--- src/rtl/hazard_scoreboard.sv ---
// Purpose : register hazard scoreboard for long-latency (mult/div) writes; busy bit per
//           register plus an in-order FIFO of pending destination tags.
// Latency : stall/fwd/complete_rd are combinational; busy/count/err update on the next edge.
// Backpressure: stall holds decode on RAW, WAW or full-FIFO hazards; a stalled issue changes no state.
//
// Ports:
//   clock, reset                : single clock, synchronous active-high reset
//   issue_valid/issue_long/issue_rd : instruction leaving decode, long-latency flag, destination
//   src_a/src_b, use_a/use_b    : source registers of the decoding instruction and their use flags
//   complete_valid              : long-latency unit retires its oldest result this cycle
//   stall                       : hold fetch/decode, insert bubble
//   complete_rd                 : destination of the oldest pending entry (0 when empty)
//   fwd_a/fwd_b                 : take operand from the completing result
//   count/full/empty            : FIFO occupancy
//   err                         : sticky flag, completion seen while nothing pending
//
// Optional feature macro: SCOREBOARD_FWD_EN (completion-to-decode forwarding).

// Generic FIFO: accepts a push while full if a pop happens in the same cycle.
// Latency: push visible at the head one cycle later; head is a combinational read.
// Backpressure: pushes while full (without pop) and pops while empty are dropped.
module fifo #(
  parameter int W     = 5,
  parameter int DEPTH = 4
) (
  input  logic                     clock,
  input  logic                     reset,
  input  logic                     push,
  input  logic                     pop,
  input  logic [W-1:0]             wdata,
  output logic [W-1:0]             rdata,
  output logic [$clog2(DEPTH):0]   count,
  output logic                     full,
  output logic                     empty
);
  localparam int PW = $clog2(DEPTH);
  localparam logic [PW:0] FULL_CNT = (PW+1)'(DEPTH);

  logic [W-1:0]  mem [DEPTH];
  logic [PW-1:0] wr_ptr;
  logic [PW-1:0] rd_ptr;
  logic          do_push;
  logic          do_pop;

  assign full    = (count == FULL_CNT);
  assign empty   = (count == '0);
  assign do_pop  = pop && !empty;
  assign do_push = push && (!full || do_pop);
  assign rdata   = mem[rd_ptr];

  // DEPTH is a power of two, so the pointers wrap by natural overflow.
  always_ff @(posedge clock) begin
    if (reset) begin
      wr_ptr <= '0;
      rd_ptr <= '0;
      count  <= '0;
    end else begin
      if (do_push) wr_ptr <= wr_ptr + PW'(1);
      if (do_pop)  rd_ptr <= rd_ptr + PW'(1);
      case ({do_push, do_pop})
        2'b10:   count <= count + (PW+1)'(1);
        2'b01:   count <= count - (PW+1)'(1);
        default: count <= count;
      endcase
    end
  end

  // Storage needs no reset: entries are only observed while counted as valid.
  always_ff @(posedge clock) begin
    if (do_push) mem[wr_ptr] <= wdata;
  end
endmodule

module hazard_scoreboard #(
  parameter int REG_W       = 5,
  parameter int MAX_PENDING = 4
) (
  input  logic                           clock,
  input  logic                           reset,
  input  logic                           issue_valid,
  input  logic                           issue_long,
  input  logic [REG_W-1:0]               issue_rd,
  input  logic [REG_W-1:0]               src_a,
  input  logic [REG_W-1:0]               src_b,
  input  logic                           use_a,
  input  logic                           use_b,
  input  logic                           complete_valid,
  output logic                           stall,
  output logic [REG_W-1:0]               complete_rd,
  output logic                           fwd_a,
  output logic                           fwd_b,
  output logic [$clog2(MAX_PENDING):0]   count,
  output logic                           full,
  output logic                           empty,
  output logic                           err
);
  localparam int NREG = 2**REG_W;

  logic [NREG-1:0]  busy;
  logic [REG_W-1:0] head;
  logic             accept;
  logic             push;
  logic             pop;
  logic             raw_a;
  logic             raw_b;
  logic             full_hz;
  logic             waw_hz;

  fifo #(
    .W     (REG_W),
    .DEPTH (MAX_PENDING)
  ) u_tags (
    .clock (clock),
    .reset (reset),
    .push  (push),
    .pop   (pop),
    .wdata (issue_rd),
    .rdata (head),
    .count (count),
    .full  (full),
    .empty (empty)
  );

  assign complete_rd = empty ? '0 : head;

`ifdef SCOREBOARD_FWD_EN
  // r0 is never tracked, so a completing r0 never forwards.
  assign fwd_a = use_a && complete_valid && !empty &&
                 (src_a == complete_rd) && (complete_rd != '0);
  assign fwd_b = use_b && complete_valid && !empty &&
                 (src_b == complete_rd) && (complete_rd != '0);
`else
  assign fwd_a = 1'b0;
  assign fwd_b = 1'b0;
`endif

  // busy[0] is never set, so reads of r0 never raise a RAW hazard.
  assign raw_a   = use_a && busy[src_a] && !fwd_a;
  assign raw_b   = use_b && busy[src_b] && !fwd_b;
  // A full FIFO still takes a new tag when the head retires in the same cycle.
  assign full_hz = issue_long && full && !complete_valid;
  assign waw_hz  = issue_long && (issue_rd != '0) && busy[issue_rd];
  assign stall   = raw_a || raw_b || full_hz || waw_hz;

  assign accept = issue_valid && !stall;
  assign push   = accept && issue_long;
  assign pop    = complete_valid && !empty;

  // Clear for the retiring head first so a same-cycle set wins; the WAW check
  // keeps a live tag from being pushed again, so the two never collide.
  always_ff @(posedge clock) begin
    if (reset) begin
      busy <= '0;
    end else begin
      if (pop && (head != '0))      busy[head]     <= 1'b0;
      if (push && (issue_rd != '0)) busy[issue_rd] <= 1'b1;
    end
  end

  always_ff @(posedge clock) begin
    if (reset) begin
      err <= 1'b0;
    end else if (complete_valid && empty) begin
      err <= 1'b1;
    end
  end
endmodule
--- config.mk ---
export PLATFORM = sky130hd
export DESIGN_NAME = hazard_scoreboard
export DESIGN_NICKNAME = d
export VERILOG_FILES = /design/src/rtl/hazard_scoreboard.sv
export SDC_FILE = /design/constraint.sdc
export NUM_CORES = 1
export LEC_CHECK = 0
export ABC_AREA = 1
export CAP_MARGIN = 20
export CELL_PAD_IN_SITES_DETAIL_PLACEMENT = 0
export CELL_PAD_IN_SITES_GLOBAL_PLACEMENT = 1
export CORE_MARGIN = 5
export CORE_UTILIZATION = 30
export CTS_CLUSTER_SIZE = 12
export DETAILED_ROUTE_END_ITERATION = 7
export PLACE_DENSITY = 0.62
export REMOVE_ABC_BUFFERS = 1
export SYNTH_ARGS = -nofsm -noshare
export SYNTH_HDL_FRONTEND = slang
export SYNTH_SLANG_ARGS = --single-unit
--- constraint.sdc ---
create_clock -name clock -period 4.2 [get_ports clock]
set_clock_uncertainty 0.1 [all_clocks]
set_input_delay 0.63 -clock clock [delete_from_list [all_inputs] [get_ports clock]]
set_output_delay 0.63 -clock clock [all_outputs]
set_load 0.05 [all_outputs]
==> flow_summary.yaml, run 1 <==
timing:
  fin_crit_sh_pct: 82.0
  worst_slack_ns: 0.755
  fmax_mhz: 290
  worst_pin_slew_ns: 0.632
  report.final.slew_viol_count: 0
  setup_viol: 0
  fin_tns_setup_ns: 0
  rsz0062_at_grt: "false"
  max-slew-margin-rel_pct: 57.6
  period_needed_ns: 3.45
  hold_viol_final: 0
layout:
  layout.nets: 638
  fillers: 1377
  syn2layout_area_growth_pct: 20.7
  antennaDiodeCount: 0
  layout-drive-gt1-share_pct: 5.04
  multi_input_area_um2: 2020
  fin_cells: 787
  mostFrequentLayoutCell: "nand2_1"
  regArea_um2: 1440
  final_cell_mix: "nand2_1 (190), nand3_1 (88), nor2_1 (53), a21oi_1 (47)"
power_and_ir_drop:
  ir_drop_uv: 220
  cellPowerDensity_nw_per_um2: 410
  p_leak_nw: 1.76
synth:
  syn_inst: 579
  synthFlopType: "dfxtp_1"
  avgSynthCellArea_um2: 6.51
  synth_enable_flop_cells: 20
  ys_types: 27
  async_flop_share_pct: 0
  ys_ff_latch: 62
  synth_top_area_share_pct: 22.3
  seq_area_frac_synth_pct: 38.2
  synth_warnings: 0
  synth_top_cell_by_area: "dfxtp_1"
  mappedNetlistArea_um2: 3770
  synthTopCellsByArea: "dfxtp_1 (22%), nand2_1 (19%), edfxtp_1 (16%)"
clock_network:
  post-cts-setup-buffers: 0
  cts_htree_levels: 3
  cts_sinks: 62
  cts_buffer_depth: 2
  clk_pin_slew_ns: 0.05
  tritoncts: "done"
  root_buffer: "clkbuf_16"
  cts_resized: 0
  cts_inserted_buffers: 9
  clk-insertion-delay-late_ns: 0.33
  ctsHoldBuffers: 0
critical_path:
  regToRegSetupSlack_ns: 1.34
  arrival_ns: 3.56
  cp_max_fo: 17
  worstRegToRegCells: 17
  endpoint_kind: "flip-flop"
  cp-start-kind: "input port"
  worstReg2RegEnd: "u_tags.count[2]$_SDFFE_PP0P_"
  reg2reg_from: "busy[3]$_SDFF_PP0_"
  cp_data_required_time_ns: 4.31
  crit_type: "in2reg"
drt:
  postRouteAntennaNets: 0
  wire_per_inst_um: 16.7
  firstDrtPassIters: 5
  drc: 0
  vias_per_cell: 5.06
  drt_wl_total_mm: 13.2
  drt_iter0_drc: 426
  num_vias: 3985
global_routing:
  antenna_found_initial: 0
  grt-ovfl-total: 0
  grt_max_degree: 34
  grt_pass1_vias: 3628
  grt_pass1_wl_mm: 20.4
  grt_usage_pct: 18.1
hold_path:
  hold_class: "reg2reg"
  whs_endpoint: "err$_SDFFE_PP0P_"
  worstHoldStart: "err$_SDFFE_PP0P_"
  min_path_cells: 2
die:
  rows: 41
  initial_core_util_pct: 30.3
  dieArea_um2: 14900
  core_area_um2: 12500
  io_pins: 36
  die_x_um: 122
  die_y_um: 122
run_status:
  outcome: "complete, no violations"
placement:
  post-place-ws_ns: 0.438
  port_buffers: 33
  place_congestion: 0.818
  dp_cells: 771
  dpl.hpwl_mm: 9.61
job:
  maxCapViolCount: 0
## per-stage QoR
stage	hold WS (ns)	area [um^2]	total power, W	util, %
2_1_floorplan	0.330	3640	0.000960	-
3_3_place_gp	0.340	4270	0.00116	34.2
3_5_place_dp	0.343	4270	0.00116	34.2
4_1_cts	0.355	4550	0.00188	36.5
5_1_grt	0.385	4550	0.00195	36.5
6_report	0.350	4550	0.00187	36.5
## power breakdown
group          leakage, nW  internal [W]  total, W  switching (W)
logic                 1.11      0.000137  0.000486       0.000349
registers            0.521      0.000641  0.000664      0.0000235
clock network        0.137      0.000457  0.000717       0.000260
## flip-flops by register name (all words and copies together) (netlist names), named ones only
signal and count:
busy 32, err 1, u_tags.count 3, u_tags.mem 20
u_tags.rd_ptr 2, u_tags.wr_ptr 2
## worst max-delay path, stage by stage
cell	delay, ns
clkdlybuf4s50_1	0.50
buf_4	0.23
nand2_1	0.08
nand3_1	0.09
nand3_1	0.07
nand2_1	0.16
a21oi_1	0.08
nand2_1	0.06
nand3_1	0.19
nand3_2	0.18
nor2_4	0.04
inv_1	0.16
ha_1	0.18
inv_1	0.06
fa_1	0.37
a21oi_1	0.14
o21ai_0	0.11
o21ai_0	0.17
a21oi_1	0.05
## logic make-up (layout without fill, tap and decap cells)
logic type | Yosys count | after routing | share of synthesized area (%)
flops | 62 | 62 | 38.2
other cells | 1 | 2 | 0.0994
fa+ha+maj | 6 | 6 | 2.19
simple gates | 345 | 345 | 38.3
compound gates | 92 | 92 | 12.9
buf+inv | 73 | 108 | 8.33
## layer usage
layer / share of wire [%] / global-route usage (%) / wire [um]
met5: 0 / 0 / 0
met4: 2.0 / 6.44 / 265
met3: 4.5 / 3.02 / 599
met2: 45 / 27.4 / 5980
met1: 48 / 25.9 / 6330
## cell usage after synthesis, types with 3 or more instances
master and number:
nor2_1 53, o31ai_1 3, o21ai_0 36, nor3_1 9
inv_1 42, buf_4 7, ha_1 5, nand2_1 190
buf_2 5, a32oi_1 5, nand3_1 88, clkbuf_1 11
dfxtp_1 42, inv_2 3, clkinv_1 3, a21oi_1 47
edfxtp_1 20
## final cells by class
type / instances / share of cell area (%)
flip-flops and latches: 62 / 31.7
inverters: 48 / 3.96
clock buffers: 12 / 5.20
clock inverters: 4 / 1.04
repair buffers: 44 / 9.02
well taps: 172 / 4.73
multi-input cells: 445 / 44.4
## worst max path at each step
stage,startpoint,end,slack [ns],depth (start not counted)
6_report,src_b[0],u_tags.count[2]$_SDFFE_PP0P_,0.75,19
5_1_grt,issue_rd[0],u_tags.count[2]$_SDFFE_PP0P_,0.39,21
4_1_cts,src_a[0],u_tags.count[2]$_SDFFE_PP0P_,0.76,19
3_5_place_dp,src_a[0],u_tags.count[2]$_SDFFE_PP0P_,0.44,19
3_3_place_gp,issue_rd[2],u_tags.count[2]$_SDFFE_PP0P_,0.45,18
2_1_floorplan,u_tags.count[2]$_SDFFE_PP0P_,u_tags.count[2]$_SDFFE_PP0P_,0.22,15
(Power assumes the default switching activity.)
==> inputs of run 2 (changes only) <==
PLACE_DENSITY = 0.64   (was 0.62)
clock period = 2.8 ns   (was 4.2 ns; I/O delays follow)
==> run 2 against run 1 <==
Compared with the run above: global-route usage grew 0.27 points; clock power grew 70%; sequential share of layout area shrank 2.5 points; via count grew 1.1%; power grew 62%; critical path depth shrank 2; first-iteration DRC count shrank 34%; utilization grew 3.1 points; combinational power grew 66%; final cell count grew 3.9%; non-clock buffer count grew 31.
==> flow_summary.yaml, run 2 (same netlist as run 1, synthesis figures left out) <==
run_status:
  outcome: "complete, no violations"
drt:
  drt_iter0_drc: 282
  wl_met1_mm: 6.07
  route.met2.wl_mm: 6.20
  firstDrtPassIters: 5
  top_layer_used: "met4"
  dr_wl_met3_um: 525
  drt_wl_total_mm: 13.0
  wire_per_inst_um: 15.9
  vias_per_cell: 4.92
  drc: 0
  postRouteAntennaNets: 0
  num_vias: 4027
job:
  maxCapViolCount: 0
clock_network:
  tritoncts: "done"
  cts_htree_levels: 3
  cts_inserted_buffers: 9
  cts_sinks: 62
  root_buffer: "clkbuf_16"
  clk_pin_slew_ns: 0.05
  cts_buffer_depth: 2
  clk-insertion-delay-late_ns: 0.33
critical_path:
  crit_family: "buffers and inverters"
  cp_max_fo: 5
  endpoint_kind: "flip-flop"
  crit_buf_inv: 4
  crit_type: "in2reg"
  path_cells: "clkdlybuf4s50_1, inv_2, nand3_1, nand2_1, nand2_1, nand3b_1, nand3_2, nand3_4, nor2_4, inv_1, ha_1, inv_2, fa_1, a21oi_1, o21ai_1, o21ai_1, a21oi_1"
  slowest_delay_ns: 0.53
  cp_data_required_time_ns: 2.92
  cp-start-kind: "input port"
  cp_slowest_cell: "clkdlybuf4s50_1"
  arrival_ns: 2.79
global_routing:
  grt_pass1_wl_mm: 20.8
  antenna_found_initial: 0
  grt_usage_pct: 18.4
  grt-ovfl-total: 0
  grt_pass1_vias: 3846
  grt_max_degree: 35
die:
  io_pins: 36
  die_x_um: 122
  rows: 41
  dieArea_um2: 14900
  core_area_um2: 12500
  initial_core_util_pct: 30.3
  die_y_um: 122
timing:
  fmax_mhz: 374
  max-slew-margin-rel_pct: 65.9
  hold_viol_final: 0
  fin_hold_ws_ns: 0.355
  report.final.slew_viol_count: 0
  worst_pin_slew_ns: 0.509
  period_needed_ns: 2.67
  fin_crit_sh_pct: 95.4
  setup_viol: 0
layout:
  largest_register_ffs: 32
  final_cell_mix: "nand2_1 (190), nand3_1 (87), nor2_1 (53), a21oi_1 (46), dfxtp_1 (42)"
  max_flop_register: "busy"
  reg.largest.list: "busy (32), u_tags.mem (20), u_tags.count (3)"
  syn2layout_area_growth_pct: 31.0
  mostFrequentLayoutCell: "nand2_1"
  layout-drive-gt1-share_pct: 13.2
  antennaDiodeCount: 0
  layout.nets: 669
power_and_ir_drop:
  p_leak_nw: 2.02
  p_total_w: 0.00302
  cellPowerDensity_nw_per_um2: 611
  ir_drop_uv: 512
placement:
  dpl.hpwl_mm: 9.58
  port_buffers: 33
  place_congestion: 0.857
hold_path:
  hold_class: "reg2reg"
-- run 2: changes by cell type in the layout (fill, tap and decap cells not counted), moves of 6 or more --
| cell | before | now |
|---|---|---|
| nor3_2 | 1 | 8 |
| clkdlybuf4s50_1 | 32 | 18 |
| inv_1 | 42 | 36 |
| nor3_1 | 9 | 2 |
| buf_4 | 12 | 41 |
-- run 2: worst register-to-register path, delay by kind of cell, from the launching register on --
kind / cells / cell delay (ns)
AO/OA/AOI/OAI: 4 / 0.41
flip-flops: 1 / 0.44
AND/OR/NAND/NOR: 9 / 0.78
adder cells (fa/ha/maj): 2 / 0.55
buffers and inverters: 2 / 0.11
-- run 2: area by class of cell --
cell class,count,area (um^2)
fillers,1325,7530
multi-input cells,445,2070
flip-flops and latches,62,1440
repair buffers,75,697
clock buffers,12,256
well taps,172,215
inverters,48,188
clock inverters,4,70.1
-- run 2: power breakdown --
group | switching, W | total [W] | leakage (nW) | internal, W
combinational | 0.000547 | 0.000808 | 1.34 | 0.000260
clock | 0.000398 | 0.00122 | 0.163 | 0.000824
sequential | 0.0000291 | 0.000990 | 0.521 | 0.000961
-- run 2: metrics by stage --
step,instances,util [%],setup slack [ns],cell area (um^2),TNS [ns]
6_report,818,39.6,0.129,4940,0
3_5_place_dp,801,36.4,-0.564,4540,-12.49
4_1_cts,817,39.3,0.00405,4900,0
3_3_place_gp,801,36.4,-0.548,4540,-9.88
2_1_floorplan,555,-,-1.18,3640,-17.84
5_1_grt,818,39.6,-0.00298,4940,-0.00298
-- run 2: path summary, 6_finish.rpt --
path	end	slack, ns	cells past startpoint	startpoint
max	u_tags.count[2]$_SDFFE_PP0P_	0.13	17	src_a[2]
min	err$_SDFFE_PP0P_	0.36	2	err$_SDFFE_PP0P_
max reg2reg	u_tags.count[2]$_SDFFE_PP0P_	0.30	17	busy[15]$_SDFF_PP0_
min reg2reg	err$_SDFFE_PP0P_	0.36	2	err$_SDFFE_PP0P_
-- run 2: routing by layer --
metal	vias to the layer above	track usage (%)
met3	15	3.11
li1	2031	-
met1	1877	24.8
met5	-	0
met4	0	5.32
met2	104	30.2
-- run 2: timing repair --
action	CTS	global route
setup buffers	0	1
gates resized for setup	17	17
hold buffers	0	0
setup endpoints to repair	3	3
endpoints found under the hold margin	0	0
pin swaps	1	8
==> inputs of run 3 (changes only) <==
DONT_BUFFER_PORTS = 1   (was default)
PLACE_DENSITY = 0.59   (was 0.64)
==> run 3 against run 2 <==
Compared with the run above: critical path depth is 1 higher; worst hold slack lost 0.31 ns; count of clock-buffer cells in the layout stayed put; critical endpoint is now u_tags.count[1]$_SDFFE_PP0P_; cell area fell by 11%.
==> flow_summary.yaml, run 3 (same netlist as run 1, synthesis figures left out) <==
run_status:
  outcome: "complete, no violations"
placement:
  dpl.hpwl_mm: 9.51
  port_buffers: 0
  place_congestion: 0.834
  place_area_um2: 4080
timing:
  hold_viol_final: 0
  report.final.slew_viol_count: 0
  setup_viol: 0
  fin_crit_sh_pct: 91.5
  period_needed_ns: 2.56
  max-slew-margin-rel_pct: 62.8
  worst_pin_slew_ns: 0.557
  fmax_mhz: 390
  rsz0062_at_grt: "false"
clock_network:
  root_buffer: "clkbuf_16"
  cts_htree_levels: 3
  tritoncts: "done"
  cts_inserted_buffers: 9
  cts_sinks: 62
  clk_pin_slew_ns: 0.06
  cts_buffer_depth: 2
  clk-insertion-delay-late_ns: 0.32
critical_path:
  regToRegSetupSlack_ns: 0.24
  crit_type: "reg2reg"
  endpoint_kind: "flip-flop"
  cp_data_required_time_ns: 2.96
  arrival_ns: 2.72
  cp-start-kind: "flip-flop"
  cp_max_fo: 4
drt:
  drt_iter0_drc: 241
  postRouteAntennaNets: 0
  drc: 0
  drt_wl_total_mm: 12.7
  firstDrtPassIters: 5
  vias_per_cell: 4.92
  wire_per_inst_um: 16.6
  num_vias: 3785
die:
  rows: 41
  die_y_um: 122
  core_area_um2: 12500
  io_pins: 36
  initial_core_util_pct: 30.3
  die_x_um: 122
  dieArea_um2: 14900
layout:
  reg.largest.list: "busy (32), u_tags.mem (20), u_tags.count (3)"
  max_flop_register: "busy"
  layout.nets: 621
  antennaDiodeCount: 0
  final_cell_mix: "nand2_1 (190), nand3_1 (88), nor2_1 (53), a21oi_1 (46), inv_1 (42)"
  largest_register_ffs: 32
  layout-drive-gt1-share_pct: 9.53
  final_area_um2: 4420
  mostFrequentLayoutCell: "nand2_1"
  syn2layout_area_growth_pct: 17.1
global_routing:
  antenna_found_initial: 0
  grt-ovfl-total: 0
  grt_max_degree: 36
  grt_pass1_vias: 3676
  grt_usage_pct: 17.7
  grt_pass1_wl_mm: 20.3
power_and_ir_drop:
  ir_drop_uv: 540
  p_leak_nw: 1.76
  comb_power_share_pct: 22.2
  p_sw_share_pct: 32.2
  power_frac_clock_pct: 41.9
  cellPowerDensity_nw_per_um2: 643
  seqPwrFrac_pct: 35.9
  p_int_w: 0.00192
  p_total_w: 0.00284
  power.net_switching_w: 0.000915
job:
  maxCapViolCount: 0
hold_path:
  hold_class: "in2reg"
==> run 3: cell count changes in the layout (fill, tap and decap cells not counted), sizes merged, moves of 3 or more <==
cell	delta
dlygate4sd2	-5
dlymetal6s2s	-3
buf	-21
clkdlybuf4s50	-18
==> run 3: cell type report <==
type / count / area (um^2)
Fill cell: 1366 / 8050
Multi-Input combinational cell: 445 / 2030
Sequential cell: 62 / 1450
Clock buffer: 12 / 278
Timing Repair Buffer: 27 / 215
Tap cell: 172 / 215
Inverter: 48 / 180
Clock inverter: 4 / 51.3
==> run 3: what timing repair did <==
item                                   CTS  global route
setup endpoints to repair                0             2
endpoints found under the hold margin    0             0
setup buffers                            0             0
hold buffers                             0             0
resized for setup                        0             8
==> run 3: layer usage <==
layer | GRT usage [%] | vias to the layer above | wire length, um
li1 | - | 1938 | -
met1 | 24.9 | 1744 | 6080
met2 | 28.5 | 95 | 5950
met3 | 3.48 | 8 | 597
met4 | 3.36 | 0 | 119
met5 | 0 | - | 0
==> run 3: power by group through the flow <==
stage          Clock (W)  Combinational (W)  Sequential (W)
5_1_grt          0.00126           0.000689         0.00102
4_1_cts          0.00122           0.000635         0.00102
6_report         0.00119           0.000631         0.00102
3_5_place_dp           0           0.000631         0.00104
2_1_floorplan          0           0.000394         0.00105
3_3_place_gp           0           0.000631         0.00104
==> run 3: final timing paths <==
path | to | start | depth (start not counted)
setup / recovery | u_tags.count[1]$_SDFFE_PP0P_ | busy[2]$_SDFF_PP0_ | 18
hold / removal | busy[26]$_SDFF_PP0_ | reset | 1
setup reg to reg | u_tags.count[1]$_SDFFE_PP0P_ | busy[2]$_SDFF_PP0_ | 18
hold reg to reg | flip-flop | u_tags.rd_ptr[1]$_SDFFE_PP0P_ | 2
==> run 3: per-stage QoR <==
stage	util (%)	hold slack [ns]	cells	TNS, ns	setup slack [ns]
after floorplan	-	0.330	555	-17.84	-1.18
after global placement	32.7	0.347	754	-0.244	-0.153
after detailed placement	32.7	0.363	754	-0.239	-0.141
after CTS	35.3	0.0478	770	0	0.0656
after global routing	35.4	0.0380	770	0	0.00172
final	35.4	0.0484	770	0	0.238
==> run 3: critical path, cell delays in order, from the launching register on <==
cell and delay [ns]:
dfxtp_1 0.37, nand2_1 0.09, nand2_1 0.05, nand2_1 0.05
nand2_1 0.07, nand2_1 0.07, nand2_1 0.05, nor2_1 0.11
nand2_1 0.07, a21oi_2 0.20, nand3_2 0.16, nor2_4 0.12
inv_1 0.06, ha_1 0.17, inv_1 0.09, fa_1 0.42
nor2_1 0.11, a21oi_1 0.05, nor2_1 0.10
